**config.mk**
```make
export PLATFORM = sky130hd
export DESIGN_NAME = pipe_tag_chain
export DESIGN_NICKNAME = d
export VERILOG_FILES = /design/src/rtl/pipe_tag_chain.sv
export SDC_FILE = /design/constraint.sdc
export NUM_CORES = 1
export LEC_CHECK = 0
export CAP_MARGIN = 20
export CORE_MARGIN = 10
export CORE_UTILIZATION = 52
export CTS_BUF_LIST = sky130_fd_sc_hd__clkbuf_4 sky130_fd_sc_hd__clkbuf_8
export DETAILED_ROUTE_END_ITERATION = 10
export PLACE_DENSITY_LB_ADDON = 0.15
export SETUP_SLACK_MARGIN = 0.3
export SLEW_MARGIN = 20
export SYNTH_ARGS = -nofsm -noshare
export SYNTH_HDL_FRONTEND = slang
export SYNTH_SLANG_ARGS = --single-unit
export TNS_END_PERCENT = 20
```
**constraint.sdc**
```tcl
create_clock -name clk -period 2.6 [get_ports clk]
set_input_delay 0.39 -clock clk [delete_from_list [all_inputs] [get_ports clk]]
set_output_delay 0.39 -clock clk [all_outputs]
set_load 0.02 [all_outputs]
```
**src/rtl/pipe_tag_chain.sv**
```systemverilog
// pipe_tag_chain: DEPTH-stage result/tag/wen/ctrl pipeline with stall, flush and two-operand tag forwarding; PIPE_ZERO_TAG_EN makes tag 0 a hardwired-zero register
module pipe_tag_chain #(
  parameter int DATA_W = 16,
  parameter int TAG_W  = 4,
  parameter int CTRL_W = 2,
  parameter int DEPTH  = 3
) (
  input  logic              clk,
  input  logic              rst,
  input  logic              in_valid,
  input  logic [DATA_W-1:0] in_data,
  input  logic [TAG_W-1:0]  in_tag,
  input  logic              in_wen,
  input  logic [CTRL_W-1:0] in_ctrl,
  input  logic              stall,
  input  logic              flush,
  output logic              in_ready,
  input  logic [TAG_W-1:0]  src_a,
  input  logic [TAG_W-1:0]  src_b,
  output logic              hit_a,
  output logic              hit_b,
  output logic [DATA_W-1:0] fwd_a,
  output logic [DATA_W-1:0] fwd_b,
  output logic              out_valid,
  output logic [DATA_W-1:0] out_data,
  output logic [TAG_W-1:0]  out_tag,
  output logic              out_wen,
  output logic [CTRL_W-1:0] out_ctrl,
  output logic [3:0]        occ
);
  logic [DEPTH-1:0]  vld, wen_r, live;
  logic [DATA_W-1:0] dat [DEPTH];
  logic [TAG_W-1:0]  tg  [DEPTH];
  logic [CTRL_W-1:0] ct  [DEPTH];

  assign in_ready = !stall;

  for (genvar g = 0; g < DEPTH; g++) begin : g_live
`ifdef PIPE_ZERO_TAG_EN
    assign live[g] = vld[g] & wen_r[g] & (tg[g] != '0);
`else
    assign live[g] = vld[g] & wen_r[g];
`endif
  end

  // Stage registers: payload shifts whenever not stalled; valid bits and occupancy also clear on flush
  always_ff @(posedge clk or posedge rst) begin
    if (rst) begin
      vld   <= '0;
      wen_r <= '0;
      occ   <= '0;
      for (int k = 0; k < DEPTH; k++) begin
        dat[k] <= '0;
        tg[k]  <= '0;
        ct[k]  <= '0;
      end
    end else begin
      if (!stall) begin
        dat[0]   <= in_data;
        tg[0]    <= in_tag;
        ct[0]    <= in_ctrl;
        wen_r[0] <= in_wen;
        for (int k = 1; k < DEPTH; k++) begin
          dat[k]   <= dat[k-1];
          tg[k]    <= tg[k-1];
          ct[k]    <= ct[k-1];
          wen_r[k] <= wen_r[k-1];
        end
      end
      if (flush) begin
        vld <= '0;
        occ <= '0;
      end else if (!stall) begin
        vld[0] <= in_valid;
        for (int k = 1; k < DEPTH; k++) vld[k] <= vld[k-1];
        occ <= occ + 4'(in_valid) - 4'(vld[DEPTH-1]);
      end
    end
  end

  // Forwarding lookup: scan oldest to youngest so the youngest matching stage wins
  always_comb begin
    hit_a = 1'b0;
    hit_b = 1'b0;
    fwd_a = '0;
    fwd_b = '0;
    for (int k = DEPTH - 1; k >= 0; k--) begin
      if (live[k] && tg[k] == src_a) begin
        hit_a = 1'b1;
        fwd_a = dat[k];
      end
      if (live[k] && tg[k] == src_b) begin
        hit_b = 1'b1;
        fwd_b = dat[k];
      end
    end
  end

  assign out_valid = vld[DEPTH-1];
  assign out_data  = dat[DEPTH-1];
  assign out_tag   = tg[DEPTH-1];
  assign out_wen   = live[DEPTH-1];
  assign out_ctrl  = vld[DEPTH-1] ? ct[DEPTH-1] : '0;
endmodule

```
==> results of run 1 <==
-- worst reg2reg max path, cell delays in order (launching register included) --
cell     delay, ps
dfrtp_1        520
buf_4          220
ha_1           270
inv_1           40
ha_1           200
a21o_1         180
a21oi_1        160
mux2i_1        220
mux2_1         340
-- per-stage QoR --
stage	area (sq um)	utilization	TNS, ps	total power, mW	cells
after global routing	6370	0.724	0	3.79	686
final	6370	0.724	0	3.63	686
after CTS	6310	0.717	0	3.62	685
after floorplan	4760	-	0	2.14	461
after global placement	5940	0.674	-10550	2.54	654
after detailed placement	5940	0.674	-11400	2.56	654
-- cells in the mapped netlist --
cell       count
nor3b_1        1
inv_1          8
buf_8          1
nor2b_1        1
buf_12         1
a21oi_1        1
or2_1          4
a21o_1         1
and3_1         2
buf_1          2
o2111ai_1      1
mux2_2        67
xor2_2         1
nand3_1       49
and2_1         2
buf_6          2
clkbuf_1       5
o211ai_1      33
mux2_1         3
nor2_1        43
nor3_1        32
fa_1           1
xnor2_1       14
dfrtp_1       76
nand3_2        4
nand2_1        4
buf_4         21
a31oi_1       14
ha_1           4
a211oi_1       1
a31oi_2       18
nor3_4         2
buf_2         26
xor2_1        10
mux2i_1        6
-- sequential cells by signal, summed over array words and instances (netlist names) --
register,flops
ct,6
dat,32
occ,4
out_data,16
out_tag,4
tg,8
vld,3
wen_r,3
-- final cells by class --
cell class | count | area (sq um) | area share
multi-input combinational | 319 | 2610 | 0.410
sequential | 76 | 1910 | 0.300
timing repair buffer | 159 | 1480 | 0.231
tap | 108 | 135 | 0.0212
clock buffer | 9 | 124 | 0.0194
clock inverter | 7 | 82.6 | 0.0130
inverter | 8 | 33.8 | 0.00530
-- path summary, 6_finish.rpt --
check | depth (start not counted) | slack, ps | endpoint | start
worst max-delay path | 7 | 220 | fwd_a[15] | out_tag[3]
worst min-delay path | 2 | 470 | dat[21] | rst
worst max register to register | 8 | 330 | occ[3] | vld[2]
worst min register to register | 1 | 500 | ct[2] | ct[4]
max in group asynchronous | 3 | 1550 | out_tag[3] | rst
min in group clk | 3 | 500 | occ[2] | stall
-- routing by layer --
| layer | track usage | up-vias | share of wire |
|---|---|---|---|
| met1 | 0.260 | 1991 | 0.39 |
| met2 | 0.365 | 200 | 0.50 |
| met3 | 0.0506 | 35 | 0.087 |
| li1 | - | 1877 | - |
| met4 | 0.0842 | 0 | 0.024 |
| met5 | 0 | - | 0 |
-- report_power, final --
part	internal, mW	switching, mW	leakage, nW
Combinational	0.585	0.535	1.58
Sequential	1.35	0.193	0.895
Clock	0.456	0.502	0.0980
Total	2.39	1.23	2.57
-- placed cells by master (no fill, tap or decap), types with 2 or more instances in the layout --
cell,count
mux2_2,67
dfrtp_1,67
buf_4,62
clkdlybuf4s50_1,55
nand3_1,48
nor2_1,43
o211ai_1,33
nor3_1,32
a31oi_2,18
xnor2_2,13
a31oi_1,13
buf_2,13
buf_6,12
clkbuf_8,9
dfrtp_2,9
buf_12,8
inv_1,7
dlygate4sd2_1,7
mux2i_1,6
xor2_1,6
xor2_2,5
nand3_2,5
nand2_1,4
or2_4,4
ha_1,4
mux2_1,3
clkinvlp_4,3
nor3_4,2
and3_1,2
and2_1,2
clkinv_4,2
-- cells by family after synthesis --
kind of cell | synth area share
flops | 0.400
buf+inv | 0.0845
xor+xnor | 0.0476
mux | 0.178
compound gates | 0.124
fa+ha+maj | 0.0147
simple gates | 0.151
-- what timing repair did --
item                       4_1_cts  5_1_grt
setup endpoints to repair       34       37
cloned                           3        0
resized for setup              213       15
buffers inserted                12        1
pin swaps                       29        8
==> results.md, run 1 <==
* Die Ht at roughly 120 microns
* Avg Cell Area, Syn at about 10 sq um
* Full die area at 0.0134 sq mm
* DR vias/cell at ~6.0
* Initial detailed-routing violation count at 294
* CP delay by family, top: flip-flops
* Max Slew Vio Count at 0
* Port Buf Inserts at about 100
* Crit start category: flop
* Syn nets at between 500 and 600
* Seq cells post-synth at 76
* GR Overflow Total at 0
* N_diodes at 0
* Post-CTS Hold Buffers at 0
* Crit Path Category: flop to output pin
* Max Clock Freq at 0.420 GHz
* ANT nets after route at 0
* CP bufs+invs at 3
* Fillers at ~640
* Mapped Area at around 0.0048 sq mm
* CTS tree: yes
* CP max stage delay at around 450 ps
* Rel. slew slack at 0.538
* Peak VDD IR at just under 0.0004 V
* CP max-delay cell: dfrtp_2
* First-pass GRT wire length at roughly 23 mm
* Routed len/inst at a little over 20 microns
* Min Tclk post-route at around 2400 ps
* GPL Wtd Cong at 0.834
* Total clock sinks at between 70 and 80
* Chip width at 116 microns
* Core ar. at 0.00881 sq mm
* Sequential share of the synthesized area at 0.400
* Worst skew pair latency at approximately 360 ps
* Fraction of layout cells with a size suffix above 1 at 0.410
* Final Hold Viols at 0
* Number of cells produced by synthesis at approximately 460
* Starting Density at 0.540
* Worst Clk Skew at ~6.7 ps
* Total number of vias at 4103
* Crit path arrival time at slightly below 2000 ps
* Leak Pwr at approximately 2.6 nW
* CP Capture Type: output pin
* Largest net degree at the start of global routing at 49
* Clock transition at path regs at about 90 ps
* Max H-tree Level at 3
* Synth top area share at 0.400
* Final period util at 0.917
* DR pass1 iterations at 5
* Area Overhead vs Synth at 34.0%
* Hold Worst Slack at between 400 and 500 ps
* Final setup violation count at 0
* RSZ-0062 raised after global routing: true
* Row count at 34
* Cts bufs inserted at 9
* Initial antenna violation count at 0
* Status: finished clean
* Setup WS pre-CTS at -386 ps
* Post-detail-place hpwl at between 9 and 10 mm
* Worst Path Required at 2210 ps
* Ys Warns at 0
* Total track usage at 0.215
* Final wirelength at around 14 mm
* Top post-synthesis cells by area: dfrtp_1 40%, mux2_2 16%, o211ai_1 5.2%
* Power per cell area at 569 mW/mm^2
* IO Pins at 99
* Maximum Capacitance Violations at 0
* Area leader, netlist: dfrtp_1
* Yosys cell types at 35
* Fin nets at between 600 and 700
* Worst-path cell chain: xor2_2 -> nor3_4 -> buf_6 -> buf_12 -> o211ai_1 -> a31oi_2 -> buf_4
* Fin worst setup slack at 216 ps
* Drt drc at 0
* Vias in the first global route at ~4.3k
* Worst hold-check path type: input pin to asynchronous set/reset pin
* Worst Max-Slew Pin Slew at approximately 690 ps
* Crit path max fanout at 9
* Maximum buffer depth of the clock tree at 2
* Root Driver: clkbuf_8
(Power assumes the default switching activity.)
==> run 2: changes to the inputs <==
Settings changed: CORE_ASPECT_RATIO from default to 0.8.
==> results.md, run 2 (synthesis results as in run 1) <==
* Power per cell area at 574 mW/mm^2 (was 569 mW/mm^2)
* Total clock sinks at 76 (unchanged)
* Reg2Reg Setup Slack at 330 ps (about the same)
* Max reg flops at 32 (unchanged)
* Worst R2R Path Depth at 8 (unchanged)
* Root Driver: clkbuf_8 (unchanged)
* Most frequent cells in the layout: 67 x mux2_2, 66 x dfrtp_1, 59 x buf_4 (was 67 x mux2_2, 67 x dfrtp_1, 62 x buf_4)
* Leak Pwr at 2.51 nW (was 2.57 nW)
* Area Overhead vs Synth at 33.6% (was 34.0%)
* IO Pins at 99 (unchanged)
* CP max-delay cell: dfrtp_2 (unchanged)
* Worst Max-Slew Pin Slew at 553 ps (was 691 ps)
* N_diodes at 0 (unchanged)
* Final period util at 0.967 (was 0.917)
* CP bufs+invs at 2 (was 3)
* Rel. slew slack at 0.632 (was 0.538)
* CTS tree: yes (unchanged)
* GPL Wtd Cong at 0.932 (was 0.834)
* Hold Worst Slack at 500 ps (was 473 ps)
* Biggest register: dat (unchanged)
* Fin area at 0.00636 sq mm (was 0.00637 sq mm)
* GR Overflow Total at 0 (unchanged)
* Multi-input gate area at 0.00264 sq mm (was 0.00261 sq mm)
* CP delay by family, top: flip-flops (unchanged)
* Most common cell after layout, fill and taps aside: mux2_2
* Fin util at 0.706 (was 0.724)
* Total track usage at 0.210 (was 0.215)
* Initial detailed-routing violation count at 417 (was 294)
* Fin worst setup slack at 87.0 ps (was 216 ps)
* Starting Density at 0.529 (was 0.540)
* Core ar. at 0.00900 sq mm (was 0.00881 sq mm)
* Routed len/inst at 21.1 microns (was 20.5 microns)
* Worst hold-check path type: input pin to asynchronous set/reset pin (unchanged)
* Drt drc at 0 (unchanged)
* Total number of vias at 4177 (was 4103)
* RSZ-0062 raised after global routing: true (unchanged)
* Fillers at 703 (was 641)
* Max Slew Vio Count at 0 (unchanged)
* Peak VDD IR at 0.000434 V (was 0.000385 V)
* CP Capture Type: output pin (unchanged)
* Tot Pwr at 3.65 mW (was 3.63 mW)
* Chip width at 127 microns (was 116 microns)
* Final setup violation count at 0 (unchanged)
* Row count at 31 (was 34)
* Fraction of layout cells with a size suffix above 1 at 0.411 (was 0.410)
* Worst Clk Skew at 5.42 ps (was 6.67 ps)
* Maximum buffer depth of the clock tree at 2 (unchanged)
* Seq. cell area at 0.00191 sq mm (about the same)
* First-pass GRT wire length at 22.8 mm (about the same)
* Critical path depth at 6 (was 7)
* Crit Path Category: flop to output pin (unchanged)
* Crit start category: flop (unchanged)
* Maximum Capacitance Violations at 0 (unchanged)
* Final wirelength at 14.4 mm (was 14.1 mm)
* Worst-path cell chain: xnor2_1 -> nand3_2 -> or2_4 -> buf_4 -> a31oi_2 -> buf_4 (was xor2_2 -> nor3_4 -> buf_6 -> buf_12 -> o211ai_1 -> a31oi_2 -> buf_4)
* Worst R2R Start: vld[2] (unchanged)
* Clock transition at path regs at 80 ps (was 90 ps)
* Initial antenna violation count at 0 (unchanged)
* Fin nets at 606 (was 614)
* Post-CTS Hold Buffers at 0 (unchanged)
* Fin Setup TNS at 0 ps (unchanged)
* Timing startpoint of the critical path: tg[10] (was out_tag[3])
* CP Capture Point: fwd_b[12] (was fwd_a[15])
* Placed Cells at 658 (was 654)
* Critical R2R Capture: occ[3] (unchanged)
* DR pass1 iterations at 6 (was 5)
* Cts bufs inserted at 9 (unchanged)
* Die Ht at 106 microns (was 116 microns)
* Post-detail-place hpwl at 9.80 mm (was 9.86 mm)
* ANT nets after route at 0 (unchanged)
* Crit path arrival time at 2120 ps (was 1990 ps)
* Status: finished clean (unchanged)
* Worst skew pair latency at 370 ps (was 360 ps)
* Final Hold Viols at 0 (unchanged)
* Vias in the first global route at 4220 (was 4310)
* DR vias/cell at 6.10 (was 5.98)
* Most frequent CP cell: buf_4
* Min Tclk post-route at 2510 ps (was 2380 ps)
* Setup WS pre-CTS at -405 ps (was -386 ps)
* Worst Path Required at 2210 ps (about the same)
* Crit path max fanout at 5 (was 9)
* CP max stage delay at 470 ps (was 450 ps)
* Port Buf Inserts at 98 (unchanged)
* Non-Filler Instances at 685 (was 686)
* Max H-tree Level at 3 (unchanged)
* Max Clock Freq at 0.398 GHz (was 0.420 GHz)
* Full die area at 0.0134 sq mm (about the same)
* Placed inst area at 0.00591 sq mm (was 0.00594 sq mm)
* Largest net degree at the start of global routing at 79 (was 49)
run 2: worst register-to-register path: stages (launching register included):
cell	delay, ps
dfrtp_2	510
buf_4	190
ha_1	280
inv_1	40
ha_1	200
a21o_1	190
a21oi_1	190
mux2i_1	240
mux2_1	340
run 2: area by class of cell:
type	instances	share of cell area
Multi-Input combinational cell	319	0.416
Tap cell	115	0.0226
Clock buffer	11	0.0228
Timing Repair Buffer	151	0.223
Clock inverter	5	0.00945
Inverter	8	0.00531
Sequential cell	76	0.301
run 2: how the worst min path moves through the flow:
stage / startpoint / end / slack, ps
2_1_floorplan: ct[0] / ct[0] / 470
3_3_place_gp: ct[1] / ct[1] / 480
3_5_place_dp: ct[3] / ct[3] / 490
4_1_cts: rst / dat[16] / 500
5_1_grt: rst / tg[9] / 530
6_report: rst / tg[9] / 500
run 2: timing repair:
action / in CTS / in global routing
gates cloned: 2 / 1
endpoints found under the setup margin: 37 / 39
buffers inserted: 5 / 3
gates resized for setup: 202 / 20
pin swaps: 27 / 9
hold endpoints to repair: 0 / 0
run 2: power by group:
group	switching (mW)	internal, mW	total [mW]
Sequential	0.199	1.35	1.55
Clock	0.466	0.484	0.950
Combinational	0.557	0.587	1.14
run 2: metal layers:
layer  up-vias  global-route usage  part of all wire
li1       1852                   -                 -
met1      2052               0.267              0.40
met5         -                   0                 0
met4         0              0.0755             0.019
met3        32              0.0811              0.11
met2       241               0.318              0.47
==> run 3: changes to the inputs <==
Settings changed: GPL_TIMING_DRIVEN from default to 0.
==> results.md, run 3 (synthesis results as in run 1) <==
* Fin util at 0.738 (was 0.706)
* Drt drc at 0 (unchanged)
* Hold Worst Slack at 373 ps (was 500 ps)
* Reg2Reg Setup Slack at 640 ps (was 330 ps)
* Final wirelength at 15.4 mm (was 14.4 mm)
* Fin nets at 632 (was 606)
* Non-Filler Instances at 711 (was 685)
* Worst Clk Skew at 11.0 ps (was 5.42 ps)
* CP Capture Type: output pin (unchanged)
* IO Pins at 99 (unchanged)
* RSZ-0062 raised after global routing: true (unchanged)
* GR Overflow Total at 0 (unchanged)
* Worst skew pair latency at 370 ps (about the same)
* Post-detail-place hpwl at 10.4 mm (was 9.80 mm)
* Total clock sinks at 76 (unchanged)
* Hold Path Stages at 2
* Worst R2R Path Depth at 7 (was 8)
* Min Tclk post-route at 2490 ps (was 2510 ps)
* Max Slew Vio Count at 0 (unchanged)
* N_diodes at 0 (unchanged)
* Peak VDD IR at 0.000436 V (was 0.000434 V)
* Crit path max fanout at 10 (was 5)
* Crit path arrival time at 2100 ps (was 2120 ps)
* Starting Density at 0.529 (unchanged)
* Fraction of layout cells with a size suffix above 1 at 0.440 (was 0.411)
* Worst Path Required at 2210 ps (about the same)
* Leak Pwr at 2.66 nW (was 2.51 nW)
* Initial detailed-routing violation count at 467 (was 417)
* Final period util at 0.956 (was 0.967)
* Total number of vias at 4295 (was 4177)
* Status: finished clean (unchanged)
* Area Overhead vs Synth at 39.6% (was 33.6%)
* Max H-tree Level at 3 (unchanged)
* Port Buf Inserts at 96 (was 98)
* Clock transition at path regs at 80 ps (about the same)
* Max reg flops at 32 (unchanged)
* Most frequent cells in the layout: 71 x dfrtp_1, 67 x mux2_2, 55 x buf_4 (was 67 x mux2_2, 66 x dfrtp_1, 59 x buf_4)
* Maximum Capacitance Violations at 0 (unchanged)
* CTS tree: yes (unchanged)
* Post-CTS Hold Buffers at 0 (unchanged)
* Crit Path Category: flop to output pin (unchanged)
* GPL Wtd Cong at 0.886 (was 0.932)
* Total track usage at 0.229 (was 0.210)
* Crit start category: flop (unchanged)
* Initial antenna violation count at 0 (unchanged)
* Rel. slew slack at 0.570 (was 0.632)
* Final Hold Viols at 0 (unchanged)
* Power per cell area at 559 mW/mm^2 (was 574 mW/mm^2)
* Worst Max-Slew Pin Slew at 644 ps (was 553 ps)
* ANT nets after route at 0 (unchanged)
* Row count at 31 (unchanged)
* Placed Cells at 674 (was 658)
* Fillers at 664 (was 703)
* Full die area at 0.0134 sq mm (unchanged)
* DR vias/cell at 6.04 (was 6.10)
* Routed len/inst at 21.7 microns (was 21.1 microns)
* Biggest register: dat (unchanged)
* Final setup violation count at 0 (unchanged)
* Tot Pwr at 3.71 mW (was 3.65 mW)
* Maximum buffer depth of the clock tree at 2 (unchanged)
* Root Driver: clkbuf_8 (unchanged)
* Chip width at 127 microns (unchanged)
* Most common cell after layout, fill and taps aside: dfrtp_1 (was mux2_2)
* Die Ht at 106 microns (unchanged)
* Largest net degree at the start of global routing at 28 (was 79)
* Cts bufs inserted at 9 (unchanged)
* Vias in the first global route at 4574 (was 4220)
* Worst hold-check path type: input pin to flop (was input pin to asynchronous set/reset pin)
* Max Clock Freq at 0.402 GHz (was 0.398 GHz)
* DR pass1 iterations at 6 (unchanged)
* Core ar. at 0.00900 sq mm (unchanged)
* First-pass GRT wire length at 24.8 mm (was 22.8 mm)
==> run 3: cell types whose count changed in the layout (fill, tap and decap cells not counted), moves of 4 or more <==
cell     change
a31oi_2      -4
xor2_2       -5
a31oi_4      +4
dfrtp_2      -5
dfrtp_1      +5
xor2_1       +4
buf_6        +9
buf_4        -4
nor3_1       -8
nand3_1      -6
nor3_2       +6
buf_2       +17
==> run 3: path summary, 6_finish.rpt <==
kind	end	startpoint
worst min-delay path	vld[0]	flush
worst min register to register	ct[1]	ct[1]
worst max register to register	occ[3]	vld[2]
max in group asynchronous	dat[21]	rst
min in group asynchronous	tg[6]	rst
worst max-delay path	fwd_a[13]	tg[10]
==> run 3: cell type report <==
cell class | instances | area, sq um | share of cell area
buffer | 58 | 480 | 0.0724
clock buffer | 11 | 145 | 0.0219
clock inverter | 5 | 60.1 | 0.00905
inverter | 8 | 33.8 | 0.00509
multi-input combinational | 319 | 2780 | 0.419
sequential | 76 | 1910 | 0.287
tap | 115 | 144 | 0.0217
timing repair buffer | 119 | 1080 | 0.163
==> run 3: worst max-delay path, cell delays in order, from the launching register on <==
cell and delay [ps]:
dfrtp_1 450, xnor2_1 230, nand3_2 150, or2_1 250
buf_6 150, buf_12 150, a31oi_4 210, buf_6 150
==> run 3: what timing repair did <==
action | CTS | global route
setup buffers | 16 | 3
cloned | 1 | 1
setup endpoints to repair | 37 | 37
pin swaps | 32 | 6
gates resized for setup | 250 | 21
==> run 3: where the power goes <==
part           total (mW)  internal (mW)  switching, mW
Combinational        1.20          0.612          0.592
Clock               0.958          0.484          0.474
Sequential           1.55           1.35          0.197
Total                3.71           2.45           1.26
==> run 3: per-stage QoR <==
stage / area [sq um] / worst slack, ps / setup TNS (ps)
2_1_floorplan: 4760 / 541 / 0
3_5_place_dp: 5910 / -669 / -17990
5_1_grt: 6640 / 35.8 / 0
4_1_cts: 6490 / 155 / 0
6_report: 6640 / 115 / 0
3_3_place_gp: 5860 / -677 / -17880
==> run 3: metal layers <==
metal	GRT usage	vias up	wire [microns]
li1	-	1923	-
met1	0.297	2087	6670
met2	0.360	236	6950
met3	0.0641	49	1410
met4	0.0779	0	401
met5	0	-	0
